[src/rtl/load_store_sequencer_if.sv]
// Control bundle between the load/store sequencer and the Datapath.
//   run, IR            : Datapath/operator -> sequencer
//   PCout ... BAout    : control strobes, sequencer -> Datapath
//   done/halted/illegal/step : sequencer status
// master = sequencer side, slave = Datapath side.
interface load_store_sequencer_if #(
    parameter int IR_WIDTH = 32
);
    logic                run;
    logic [IR_WIDTH-1:0] IR;

    logic PCout, PCin, IncPC;
    logic MARin, MDRin, MDRout, MDMuxread;
    logic RAMread, RAMwrite;
    logic IRin, Yin, Zlowin, Zlowout, CSEout, ADD;
    logic Gra, Grb, Rin, Rout, BAout;

    logic       done;
    logic       halted;
    logic       illegal;
    logic [3:0] step;

    modport master (
        input  run, IR,
        output PCout, PCin, IncPC, MARin, MDRin, MDRout, MDMuxread,
               RAMread, RAMwrite, IRin, Yin, Zlowin, Zlowout, CSEout, ADD,
               Gra, Grb, Rin, Rout, BAout, done, halted, illegal, step
    );

    modport slave (
        output run, IR,
        input  PCout, PCin, IncPC, MARin, MDRin, MDRout, MDMuxread,
               RAMread, RAMwrite, IRin, Yin, Zlowin, Zlowout, CSEout, ADD,
               Gra, Grb, Rin, Rout, BAout, done, halted, illegal, step
    );
endinterface

[src/rtl/load_store_sequencer.sv]
// Hardwired control unit for the Datapath: fetches, decodes and sequences
// ld / ldi / st, plus nop and halt, one control step per clock.
// State advances on the falling edge of clock so every strobe is settled
// well before the Datapath's rising edge.
// Ports:
//   clock : sequencer clock (falling edge active)
//   clear : synchronous active-high reset, sampled on the falling edge
//   bus   : load_store_sequencer_if.master -- run/IR in, strobes and
//           done/halted/illegal/step out (all registered)
module load_store_sequencer #(
    parameter int         IR_WIDTH = 32,
    parameter int         MEM_WAIT = 0,
    parameter logic [4:0] OP_LD    = 5'b00000,
    parameter logic [4:0] OP_LDI   = 5'b00001,
    parameter logic [4:0] OP_ST    = 5'b00010,
    parameter logic [4:0] OP_NOP   = 5'b11010,
    parameter logic [4:0] OP_HALT  = 5'b11011
) (
    input  logic                   clock,
    input  logic                   clear,
    load_store_sequencer_if.master bus
);

    // Step states share their encoding with the step output; IDLE shares 15.
    typedef enum logic [3:0] {
        S_T0   = 4'd0,
        S_T1   = 4'd1,
        S_T2   = 4'd2,
        S_T3   = 4'd3,
        S_T4   = 4'd4,
        S_T5   = 4'd5,
        S_T6   = 4'd6,
        S_T7   = 4'd7,
        S_HALT = 4'd14,
        S_IDLE = 4'd15
    } state_e;

    typedef enum logic [2:0] {
        C_LD, C_LDI, C_ST, C_NOP, C_HALT, C_ILL
    } op_e;

    typedef struct packed {
        logic pc_out, pc_in, inc_pc;
        logic mar_in, mdr_in, mdr_out, mdmux_read;
        logic ram_read, ram_write;
        logic ir_in, y_in, zlow_in, zlow_out, cse_out, add;
        logic gra, grb, r_in, r_out, ba_out;
        logic done;
    } ctl_t;

    localparam logic [2:0] WAIT_LD = 3'(MEM_WAIT);

    state_e     state, state_nxt;
    op_e        op, op_nxt, ir_op;
    logic [2:0] wcnt, wcnt_nxt;
    logic       illegal_q, ill_nxt;
    logic       boundary;
    ctl_t       ctl_q;
    logic       halted_q;
    logic [3:0] step_q;

    function automatic op_e decode_op(input logic [4:0] opc);
        op_e o;
        if (opc == OP_LD)        o = C_LD;
        else if (opc == OP_LDI)  o = C_LDI;
        else if (opc == OP_ST)   o = C_ST;
        else if (opc == OP_NOP)  o = C_NOP;
        else if (opc == OP_HALT) o = C_HALT;
        else                     o = C_ILL;
        return o;
    endfunction

    // Strobes for a given step. RAM states use the wait counter to tell the
    // first cycle (counter still at its load value) from the last (counter 0).
    function automatic ctl_t ctl_decode(input state_e s, input op_e o, input logic [2:0] wc);
        ctl_t c;
        c = '0;
        case (s)
            S_T0: begin
                c.pc_out = 1'b1; c.mar_in = 1'b1; c.inc_pc = 1'b1; c.zlow_in = 1'b1;
            end
            S_T1: begin
                c.mdmux_read = 1'b1;
                c.ram_read   = 1'b1;
                c.zlow_out   = (wc == WAIT_LD);
                c.pc_in      = (wc == WAIT_LD);
                c.mdr_in     = (wc == 3'd0);
            end
            S_T2: begin
                c.mdr_out = 1'b1; c.ir_in = 1'b1;
            end
            S_T3: begin
                if (o inside {C_LD, C_LDI, C_ST}) begin
                    c.grb = 1'b1; c.ba_out = 1'b1; c.y_in = 1'b1;
                end else begin
                    c.done = 1'b1;   // nop, halt and unknown opcodes end here
                end
            end
            S_T4: begin
                c.cse_out = 1'b1; c.add = 1'b1; c.zlow_in = 1'b1;
            end
            S_T5: begin
                c.zlow_out = 1'b1;
                if (o == C_LDI) begin
                    c.gra = 1'b1; c.r_in = 1'b1; c.done = 1'b1;
                end else begin
                    c.mar_in = 1'b1;
                end
            end
            S_T6: begin
                if (o == C_ST) begin
                    c.gra = 1'b1; c.r_out = 1'b1; c.ram_write = 1'b1;
                    c.done = (wc == 3'd0);
                end else begin
                    c.mdmux_read = 1'b1; c.ram_read = 1'b1;
                    c.mdr_in = (wc == 3'd0);
                end
            end
            S_T7: begin
                c.mdr_out = 1'b1; c.gra = 1'b1; c.r_in = 1'b1; c.done = 1'b1;
            end
            default: ;
        endcase
        return c;
    endfunction

    // IR has been loaded by the Datapath at the rising edge inside T2, so it
    // is sampled on the falling edge that leaves T2.
    assign ir_op = decode_op(bus.IR[IR_WIDTH-1 -: 5]);

    always_comb begin
        state_nxt = state;
        wcnt_nxt  = wcnt;
        op_nxt    = op;
        ill_nxt   = illegal_q;
        boundary  = 1'b0;
        case (state)
            S_IDLE: if (bus.run) state_nxt = S_T0;
            S_T0: begin
                state_nxt = S_T1;
                wcnt_nxt  = WAIT_LD;
            end
            S_T1: begin
                if (wcnt == 3'd0) state_nxt = S_T2;
                else              wcnt_nxt  = wcnt - 3'd1;
            end
            S_T2: begin
                state_nxt = S_T3;
                op_nxt    = ir_op;
                if (ir_op == C_ILL) ill_nxt = 1'b1;
            end
            S_T3: begin
                case (op)
                    C_LD, C_LDI, C_ST: state_nxt = S_T4;
                    C_HALT:            state_nxt = S_HALT;
                    default:           boundary  = 1'b1;
                endcase
            end
            S_T4: state_nxt = S_T5;
            S_T5: begin
                if (op == C_LDI) begin
                    boundary = 1'b1;
                end else begin
                    state_nxt = S_T6;
                    wcnt_nxt  = WAIT_LD;
                end
            end
            S_T6: begin
                if (wcnt != 3'd0) wcnt_nxt  = wcnt - 3'd1;
                else if (op == C_LD) state_nxt = S_T7;
                else                 boundary  = 1'b1;
            end
            S_T7:   boundary  = 1'b1;
            S_HALT: state_nxt = S_HALT;
            default: state_nxt = S_IDLE;
        endcase
        // run only matters between instructions
        if (boundary) state_nxt = bus.run ? S_T0 : S_IDLE;
    end

    // Outputs are decoded from the next state and registered with it, so
    // they are a pure function of the state register seen by the Datapath.
    always_ff @(negedge clock) begin
        if (clear) begin
            state     <= S_IDLE;
            wcnt      <= 3'd0;
            op        <= C_NOP;
            illegal_q <= 1'b0;
            ctl_q     <= '0;
            halted_q  <= 1'b0;
            step_q    <= 4'hF;
        end else begin
            state     <= state_nxt;
            wcnt      <= wcnt_nxt;
            op        <= op_nxt;
            illegal_q <= ill_nxt;
            ctl_q     <= ctl_decode(state_nxt, op_nxt, wcnt_nxt);
            halted_q  <= (state_nxt == S_HALT);
            step_q    <= (state_nxt inside {S_T0, S_T1, S_T2, S_T3, S_T4, S_T5, S_T6, S_T7})
                         ? 4'(state_nxt) : 4'hF;
        end
    end

    assign bus.PCout     = ctl_q.pc_out;
    assign bus.PCin      = ctl_q.pc_in;
    assign bus.IncPC     = ctl_q.inc_pc;
    assign bus.MARin     = ctl_q.mar_in;
    assign bus.MDRin     = ctl_q.mdr_in;
    assign bus.MDRout    = ctl_q.mdr_out;
    assign bus.MDMuxread = ctl_q.mdmux_read;
    assign bus.RAMread   = ctl_q.ram_read;
    assign bus.RAMwrite  = ctl_q.ram_write;
    assign bus.IRin      = ctl_q.ir_in;
    assign bus.Yin       = ctl_q.y_in;
    assign bus.Zlowin    = ctl_q.zlow_in;
    assign bus.Zlowout   = ctl_q.zlow_out;
    assign bus.CSEout    = ctl_q.cse_out;
    assign bus.ADD       = ctl_q.add;
    assign bus.Gra       = ctl_q.gra;
    assign bus.Grb       = ctl_q.grb;
    assign bus.Rin       = ctl_q.r_in;
    assign bus.Rout      = ctl_q.r_out;
    assign bus.BAout     = ctl_q.ba_out;
    assign bus.done      = ctl_q.done;
    assign bus.halted    = halted_q;
    assign bus.illegal   = illegal_q;
    assign bus.step      = step_q;

endmodule

[src/flat_wrapper.sv]
// flat-port wrapper written by rule: the top's interface ports become plain ports
module load_store_sequencer_flat 
#(
    parameter int         IR_WIDTH = 32,
    parameter int         MEM_WAIT = 0,
    parameter logic [4:0] OP_LD    = 5'b00000,
    parameter logic [4:0] OP_LDI   = 5'b00001,
    parameter logic [4:0] OP_ST    = 5'b00010,
    parameter logic [4:0] OP_NOP   = 5'b11010,
    parameter logic [4:0] OP_HALT  = 5'b11011
)
  (clock, clear, bus_run, bus_IR, bus_PCout, bus_PCin, bus_IncPC, bus_MARin, bus_MDRin, bus_MDRout, bus_MDMuxread, bus_RAMread, bus_RAMwrite, bus_IRin, bus_Yin, bus_Zlowin, bus_Zlowout, bus_CSEout, bus_ADD, bus_Gra, bus_Grb, bus_Rin, bus_Rout, bus_BAout, bus_done, bus_halted, bus_illegal, bus_step);
  load_store_sequencer_if #(.IR_WIDTH(IR_WIDTH)) bus_i ();
  input  logic clock;
  input  logic clear;
  input wire logic [$bits(bus_i.run)-1:0] bus_run;
  input wire logic [$bits(bus_i.IR)-1:0] bus_IR;
  output wire logic [$bits(bus_i.PCout)-1:0] bus_PCout;
  output wire logic [$bits(bus_i.PCin)-1:0] bus_PCin;
  output wire logic [$bits(bus_i.IncPC)-1:0] bus_IncPC;
  output wire logic [$bits(bus_i.MARin)-1:0] bus_MARin;
  output wire logic [$bits(bus_i.MDRin)-1:0] bus_MDRin;
  output wire logic [$bits(bus_i.MDRout)-1:0] bus_MDRout;
  output wire logic [$bits(bus_i.MDMuxread)-1:0] bus_MDMuxread;
  output wire logic [$bits(bus_i.RAMread)-1:0] bus_RAMread;
  output wire logic [$bits(bus_i.RAMwrite)-1:0] bus_RAMwrite;
  output wire logic [$bits(bus_i.IRin)-1:0] bus_IRin;
  output wire logic [$bits(bus_i.Yin)-1:0] bus_Yin;
  output wire logic [$bits(bus_i.Zlowin)-1:0] bus_Zlowin;
  output wire logic [$bits(bus_i.Zlowout)-1:0] bus_Zlowout;
  output wire logic [$bits(bus_i.CSEout)-1:0] bus_CSEout;
  output wire logic [$bits(bus_i.ADD)-1:0] bus_ADD;
  output wire logic [$bits(bus_i.Gra)-1:0] bus_Gra;
  output wire logic [$bits(bus_i.Grb)-1:0] bus_Grb;
  output wire logic [$bits(bus_i.Rin)-1:0] bus_Rin;
  output wire logic [$bits(bus_i.Rout)-1:0] bus_Rout;
  output wire logic [$bits(bus_i.BAout)-1:0] bus_BAout;
  output wire logic [$bits(bus_i.done)-1:0] bus_done;
  output wire logic [$bits(bus_i.halted)-1:0] bus_halted;
  output wire logic [$bits(bus_i.illegal)-1:0] bus_illegal;
  output wire logic [$bits(bus_i.step)-1:0] bus_step;
  assign bus_i.run = bus_run;
  assign bus_i.IR = bus_IR;
  assign bus_PCout = bus_i.PCout;
  assign bus_PCin = bus_i.PCin;
  assign bus_IncPC = bus_i.IncPC;
  assign bus_MARin = bus_i.MARin;
  assign bus_MDRin = bus_i.MDRin;
  assign bus_MDRout = bus_i.MDRout;
  assign bus_MDMuxread = bus_i.MDMuxread;
  assign bus_RAMread = bus_i.RAMread;
  assign bus_RAMwrite = bus_i.RAMwrite;
  assign bus_IRin = bus_i.IRin;
  assign bus_Yin = bus_i.Yin;
  assign bus_Zlowin = bus_i.Zlowin;
  assign bus_Zlowout = bus_i.Zlowout;
  assign bus_CSEout = bus_i.CSEout;
  assign bus_ADD = bus_i.ADD;
  assign bus_Gra = bus_i.Gra;
  assign bus_Grb = bus_i.Grb;
  assign bus_Rin = bus_i.Rin;
  assign bus_Rout = bus_i.Rout;
  assign bus_BAout = bus_i.BAout;
  assign bus_done = bus_i.done;
  assign bus_halted = bus_i.halted;
  assign bus_illegal = bus_i.illegal;
  assign bus_step = bus_i.step;
  load_store_sequencer #(.IR_WIDTH(IR_WIDTH), .MEM_WAIT(MEM_WAIT), .OP_LD(OP_LD), .OP_LDI(OP_LDI), .OP_ST(OP_ST), .OP_NOP(OP_NOP), .OP_HALT(OP_HALT)) u_core (.clock(clock), .clear(clear), .bus(bus_i));
endmodule
[config.mk]
export PLATFORM = sky130hd
export DESIGN_NAME = load_store_sequencer_flat
export DESIGN_NICKNAME = d
export VERILOG_FILES = /design/src/rtl/load_store_sequencer_if.sv /design/src/rtl/load_store_sequencer.sv /design/src/flat_wrapper.sv
export SDC_FILE = /design/constraint.sdc
export NUM_CORES = 1
export LEC_CHECK = 0
export ABC_AREA = 1
export CAP_MARGIN = 20
export CORE_MARGIN = 5
export CORE_UTILIZATION = 40
export CTS_BUF_LIST = sky130_fd_sc_hd__clkbuf_4
export DETAILED_ROUTE_END_ITERATION = 7
export GPL_ROUTABILITY_DRIVEN = 0
export PLACE_DENSITY = 0.75
export RECOVER_POWER = 100
export SYNTH_ARGS = -nofsm -noshare
export SYNTH_HDL_FRONTEND = slang
export SYNTH_SLANG_ARGS = --single-unit
[constraint.sdc]
create_clock -name clock -period 1.6 [get_ports clock]
set_input_delay 0.16 -clock clock [delete_from_list [all_inputs] [get_ports clock]]
set_output_delay 0.16 -clock clock [all_outputs]
set_load 0.01 [all_outputs]
==> results of run 1 <==
[cells by family after synthesis]
family / after synthesis / synth area share, %
compound gates: 13 / 4.754
fa+ha+maj: 2 / 1.509
buf+inv: 43 / 11.17
flops: 31 / 37.43
simple gates: 159 / 45.13
[power breakdown]
group	switching (mW)	internal [mW]
sequential	0.153	0.990
combinational	1.58	1.36
clock	0.531	0.426
total	2.26	2.78
[per-layer routing]
| metal | vias up | GRT usage, % | routed length, µm | part of all wire, % |
|---|---|---|---|---|
| met5 | - | 0 | 0 | 0 |
| met4 | 0 | 8.893 | 88 | 1.4 |
| met3 | 15 | 6.892 | 359 | 5.9 |
| met2 | 77 | 32.39 | 3430 | 56 |
| met1 | 971 | 19.49 | 2222 | 36 |
| li1 | 983 | - | - | - |
[cells in the final DEF, fill, tap and decap left out, types with 2 or more instances in the layout]
cell type / Yosys / routed
inv_1: 31 / 48
nand2_1: 68 / 44
buf_6: 0 / 35
buf_4: 6 / 31
nor2_1: 38 / 25
nand2_2: 6 / 20
dfxtp_2: 0 / 16
nand3_2: 5 / 14
inv_2: 4 / 13
nand2_4: 3 / 13
nor2_4: 3 / 12
dfxtp_1: 31 / 11
nor2_2: 6 / 10
nand3_1: 24 / 10
buf_2: 1 / 8
nand3_4: 0 / 5
clkbuf_4: 0 / 5
a21oi_1: 5 / 4
dfxtp_4: 0 / 4
o21ai_2: 1 / 3
inv_4: 0 / 3
nor3_1: 3 / 2
ha_4: 0 / 2
clkinvlp_2: 0 / 2
buf_12: 0 / 2
[how the worst max path moves through the flow]
stage                   start                to  slack, ns  depth (start not counted)
3_5_place_dp       bus_IR[30]   u_core.bus.done      -0.96                         13
2_1_floorplan      bus_IR[29]   u_core.bus.done      -0.30                         11
4_1_cts        u_core.bus.Rin           bus_Rin      -0.22                          1
5_1_grt            bus_IR[27]    u_core.bus.Gra      -0.38                         10
6_report           bus_IR[29]  u_core.bus.MDRin      -0.27                          9
3_3_place_gp       bus_IR[30]   u_core.bus.done      -0.91                         13
[timing repair]
item | 4_1_cts | 5_1_grt
hold buffers | 0 | 0
resized for setup | 193 | 93
setup buffers | 6 | 8
gates cloned | 1 | 0
endpoints found under the setup margin | 53 | 52
pin swaps | 33 | 43
[state kept, by name (all words and copies together), names as in the netlist, 3 cells and up]
signal and cells:
u_core.bus.step 4, u_core.state 4, u_core.wcnt 3, u_core.op 3
[final cells by class]
cell class / count / area [µm²]
Clock buffer: 5 / 37.54
Clock inverter: 34 / 157.7
Fill cell: 254 / 982.2
Inverter: 34 / 148.9
Multi-Input combinational cell: 174 / 1200
Sequential cell: 31 / 655.6
Tap cell: 50 / 62.56
Timing Repair Buffer: 81 / 750.7
Timing Repair inverter: 1 / 5.005
[stage by stage]
step	setup slack (ns)	util (%)	std cells	TNS [ns]	instance area, µm²
6_report	-0.2734	75.45	410	-7.394	3018
5_1_grt	-0.3754	75.45	410	-10.04	3018
4_1_cts	-0.2156	66.22	406	-6.117	2649
3_5_place_dp	-0.9573	58.87	361	-26.82	2355
3_3_place_gp	-0.9103	58.87	361	-25.96	2355
2_1_floorplan	-0.3010	-	248	-2.069	1715
[worst min-delay path, cell delays in order, from the launching register on]
cell and delay, ns:
dfxtp_2 0.34, a21oi_2 0.03, nor2_1 0.08
[cell usage after synthesis]
| cell type | number | share of area, % |
|---|---|---|
| inv_2 | 4 | 0.91 |
| and2_4 | 1 | 0.53 |
| nand4_1 | 1 | 0.38 |
| nand2_2 | 6 | 2.3 |
| nor2_4 | 3 | 2.0 |
| nor2_1 | 38 | 8.6 |
| o21ai_2 | 1 | 0.53 |
| dfxtp_1 | 31 | 37 |
| nand3b_1 | 1 | 0.45 |
| o21ai_1 | 1 | 0.30 |
| inv_1 | 31 | 7.0 |
| o21ai_0 | 4 | 1.2 |
| o211ai_1 | 1 | 0.45 |
| nor2_2 | 6 | 2.3 |
| clkbuf_1 | 1 | 0.23 |
| buf_4 | 6 | 2.7 |
| a211oi_2 | 1 | 0.75 |
| buf_2 | 1 | 0.30 |
| nand3_1 | 24 | 7.2 |
| nand3_2 | 5 | 3.0 |
| nand2_4 | 3 | 2.0 |
| nor3_1 | 3 | 0.91 |
| ha_1 | 2 | 1.5 |
| nand2_1 | 68 | 15 |
| a21oi_1 | 5 | 1.5 |
==> results.yml, run 1 <==
clocking:
  cts-root-buf: "clkbuf_4"
  cts_tree: "built"
  clk_latency_ns: 0.42
  clk_pin_slew_ns: 0.05
  cts_made_buffers: 5
  cts_buffer_depth: 2
  cts_max_level: 2
  cts.sinks: 31
pwr:
  irDropWorstVdd_uv: 845.0
  power_mw: 5.035
  power_density_mw_per_mm2: 1668
  p_leak_nw: 1.579
detailed_routing:
  drt_iter0_markers: 102
  vias_per_cell: 4.990
  routedWlPerCell_um: 14.88
  postRouteAntennaNets: 0
  firstDrtPassIters: 4
  vias: 2046
  drc: 0
  wl_mm: 6.100
setup_path:
  worst_ep_required_time_ns: 1.08
  crit_path_max_fanout: 6
  reg2reg_to: "u_core.bus.done"
  arrival_ns: 1.36
  cp_num_buf_inv: 2
  crit_family: "simple AND/OR/NAND/NOR gates"
  cp_slowest_stage_delay_ns: 0.22
  critPathKind: "primary input to register"
  start_kind: "primary input"
  cp_slowest_cell: "nand3b_1"
  r2r_cells: 13
  cpMostUsedCell: "nor2_4"
  rrSetupSlack_ns: -0.17
  worst_setup_path_end_kind: "register"
  worstPathCellList: "buf_8, nand3b_1, o21ai_2, nor2_4, nor2_4, nand3_4, buf_4, nand3_2, a21oi_1"
  reg2reg_from: "u_core.state[3]"
timing:
  finalHoldViolations: 0
  setup_slack_ns: -0.2734
  fin_skew_ns: 0.03086
  rsz0062_at_grt: "yes"
  relSlewSlack_pct: 66.66
  hold_ws_ns: 0.4889
  setup_viol: 44
  tightest_slew_ns: 0.4963
  final_max_slew_viol_count: 0
final_layout:
  layout.nets: 396
  areaGrowthSynthToFinish_pct: 82.04
  antennaDiodeCount: 0
  drive_above_1_share_pct: 58.06
floorplanning:
  die_y_um: 74.38
  io_pins: 62
  coreArea_mm2: 0.004000
  initial_core_util_pct: 41.45
  rows: 23
  die_w_um: 74.38
  dieArea_mm2: 0.005532
global_routing:
  grt_pass1_wl_mm: 7.948
  grt_overflow: 0
  grt_util_all_layers_pct: 18.50
  grt_max_degree: 12
  antenna_found_initial: 0
  grt_pass1_vias: 2017
synthesis:
  synth_area_mm2: 0.001658
  synthCells: 248
  ys_ff_latch: 31
  syn_avg_cell_area_um2: 6.685
  yosysWarnings: 0
  synth_cell_types: 25
  ys_seq_area_share_pct: 37.43
  synthesis.nets: 285
min_path:
  min_to: "u_core.bus.illegal"
  whs_path_depth: 2
  hold_path.class: "register to register"
  min_from: "u_core.bus.illegal"
placement:
  portBuffers: 34
  dp_hpwl_mm: 3.173
flow_run:
  drv_cap: 0
status:
  status: "finished, violations left"
  violations: "negative setup slack"
Note: power is estimated with default switching activity, not from simulation.
==> run 2, diff against run 1 <==
--- a/config.mk
+++ b/config.mk
@@ -7,7 +7,6 @@
 export LEC_CHECK = 0
 export ABC_AREA = 1
 export CAP_MARGIN = 20
-export CORE_MARGIN = 5
 export CORE_UTILIZATION = 40
 export CTS_BUF_LIST = sky130_fd_sc_hd__clkbuf_4
 export DETAILED_ROUTE_END_ITERATION = 7
==> results.yml, run 2 (synthesis gave the netlist of run 1 again) <==
setup_path:
  rrSetupSlack_ns: -0.21
  worst_setup_path_end_kind: "primary output"
  worstPathCellList: "buf_6"
  cp-startpoint: "u_core.bus.PCout"
  start_kind: "register"
  cp_slowest_stage_delay_ns: 0.36
  crit_family: "flip-flops"
  crit_path_max_fanout: 2
  reg2reg_to: "u_core.bus.PCin"
  reg2reg_from: "u_core.op[0]"
  r2r_cells: 10
  cp_num_buf_inv: 1
  worst_ep_required_time_ns: 1.44
  cp_slowest_cell: "dfxtp_2"
  arrival_ns: 1.70
  critPathKind: "register to primary output"
timing:
  final_max_slew_viol_count: 0
  setup_slack_ns: -0.2574
  setup_viol: 46
  hold_ws_ns: 0.4701
  relSlewSlack_pct: 66.81
  rsz0062_at_grt: "yes"
  fin_skew_ns: 0.05049
  fin_tns_setup_ns: -7.424
  tightest_slew_ns: 0.4940
  finalHoldViolations: 0
global_routing:
  grt_pass1_wl_mm: 7.852
  grt_max_degree: 12
  grt_util_all_layers_pct: 23.95
  grt_pass1_vias: 1937
  grt_overflow: 0
  antenna_found_initial: 0
final_layout:
  final_cell_mix: "inv_1, nand2_1, buf_4, buf_6, nand2_2"
  areaGrowthSynthToFinish_pct: 83.55
  layout.nets: 402
  fin_util_pct: 76.07
  final_common_cell: "inv_1"
  antennaDiodeCount: 0
  drive_above_1_share_pct: 59.73
  fin_cells: 415
floorplanning:
  die_y_um: 66.38
  die_w_um: 66.38
  dieArea_mm2: 0.004406
  rows: 23
  coreArea_mm2: 0.004000
  io_pins: 62
  initial_core_util_pct: 41.45
min_path:
  min_from: "u_core.bus.illegal"
  hold_path.class: "register to register"
  whs_path_depth: 2
  min_to: "u_core.bus.illegal"
pwr:
  power_mw: 4.977
  p_leak_nw: 1.594
  irDropWorstVdd_uv: 765.4
  power_density_mw_per_mm2: 1636
clocking:
  cts-root-buf: "clkbuf_4"
  cts_tree: "built"
  cts_made_buffers: 5
  cts.sinks: 31
  cts_hold_buf: 0
  clk_pin_slew_ns: 0.08
  clk_latency_ns: 0.43
  cts_buffer_depth: 2
  cts_max_level: 2
detailed_routing:
  drc: 0
  wl_mm: 5.997
  firstDrtPassIters: 4
  drt_iter0_markers: 94
  vias_per_cell: 5.000
  postRouteAntennaNets: 0
  vias: 2075
  routedWlPerCell_um: 14.45
status:
  violations: "negative setup slack"
  status: "finished, violations left"
placement:
  place_inst: 363
  dp_hpwl_mm: 3.033
  portBuffers: 34
flow_run:
  drv_cap: 0
run 2: changes by cell type in the layout (fill, tap and decap cells not counted), moves of 4 or more:
| cell | change |
|---|---|
| nor2_2 | +5 |
| buf_4 | +7 |
| nand3_1 | +4 |
| nand2_4 | -7 |
| nand2_2 | +5 |
| nor2_1 | -4 |
run 2: how the worst max path moves through the flow:
stage	end	slack, ns	cells past startpoint
floorplan	u_core.bus.done	-0.30	11
detailed placement	u_core.bus.done	-0.98	13
global route	u_core.bus.done	-0.31	12
finish	bus_IncPC	-0.26	1
CTS	bus_MDMuxread	-0.21	1
global placement	u_core.bus.done	-0.91	13
run 2: what timing repair did:
action                                  in CTS  in global routing
resized for setup                          198                 89
setup buffers                                9                  8
endpoints found under the setup margin      53                 51
hold endpoints to repair                     0                  0
pin swaps                                   30                 31
gates cloned                                 1                  0
run 2: area by class of cell:
cell class | count | area, µm²
multi-input cells | 174 | 1189
fillers | 251 | 957.2
repair buffers | 87 | 789.5
flip-flops and latches | 31 | 656.9
clock inverters | 33 | 151.4
inverters | 34 | 151.4
well taps | 50 | 62.56
clock buffers | 5 | 37.54
repair inverters | 1 | 5.005
run 2: through the flow:
| step | setup WS [ns] | instance area (µm²) |
|---|---|---|
| floorplan | -0.3010 | 1715 |
| global placement | -0.9131 | 2370 |
| detailed placement | -0.9816 | 2370 |
| CTS | -0.2053 | 2691 |
| global route | -0.3116 | 3043 |
| finish | -0.2574 | 3043 |
run 2: metal layers:
metal / global-route usage (%) / routed length (µm)
met1: 24.06 / 2134
met2: 42.98 / 3378
met3: 8.621 / 261
met4: 12.23 / 223
met5: 0 / 0
run 2: power by group:
group	switching (mW)	internal [mW]
logic	1.54	1.32
clock network	0.516	0.418
registers	0.185	1.00
total	2.24	2.74
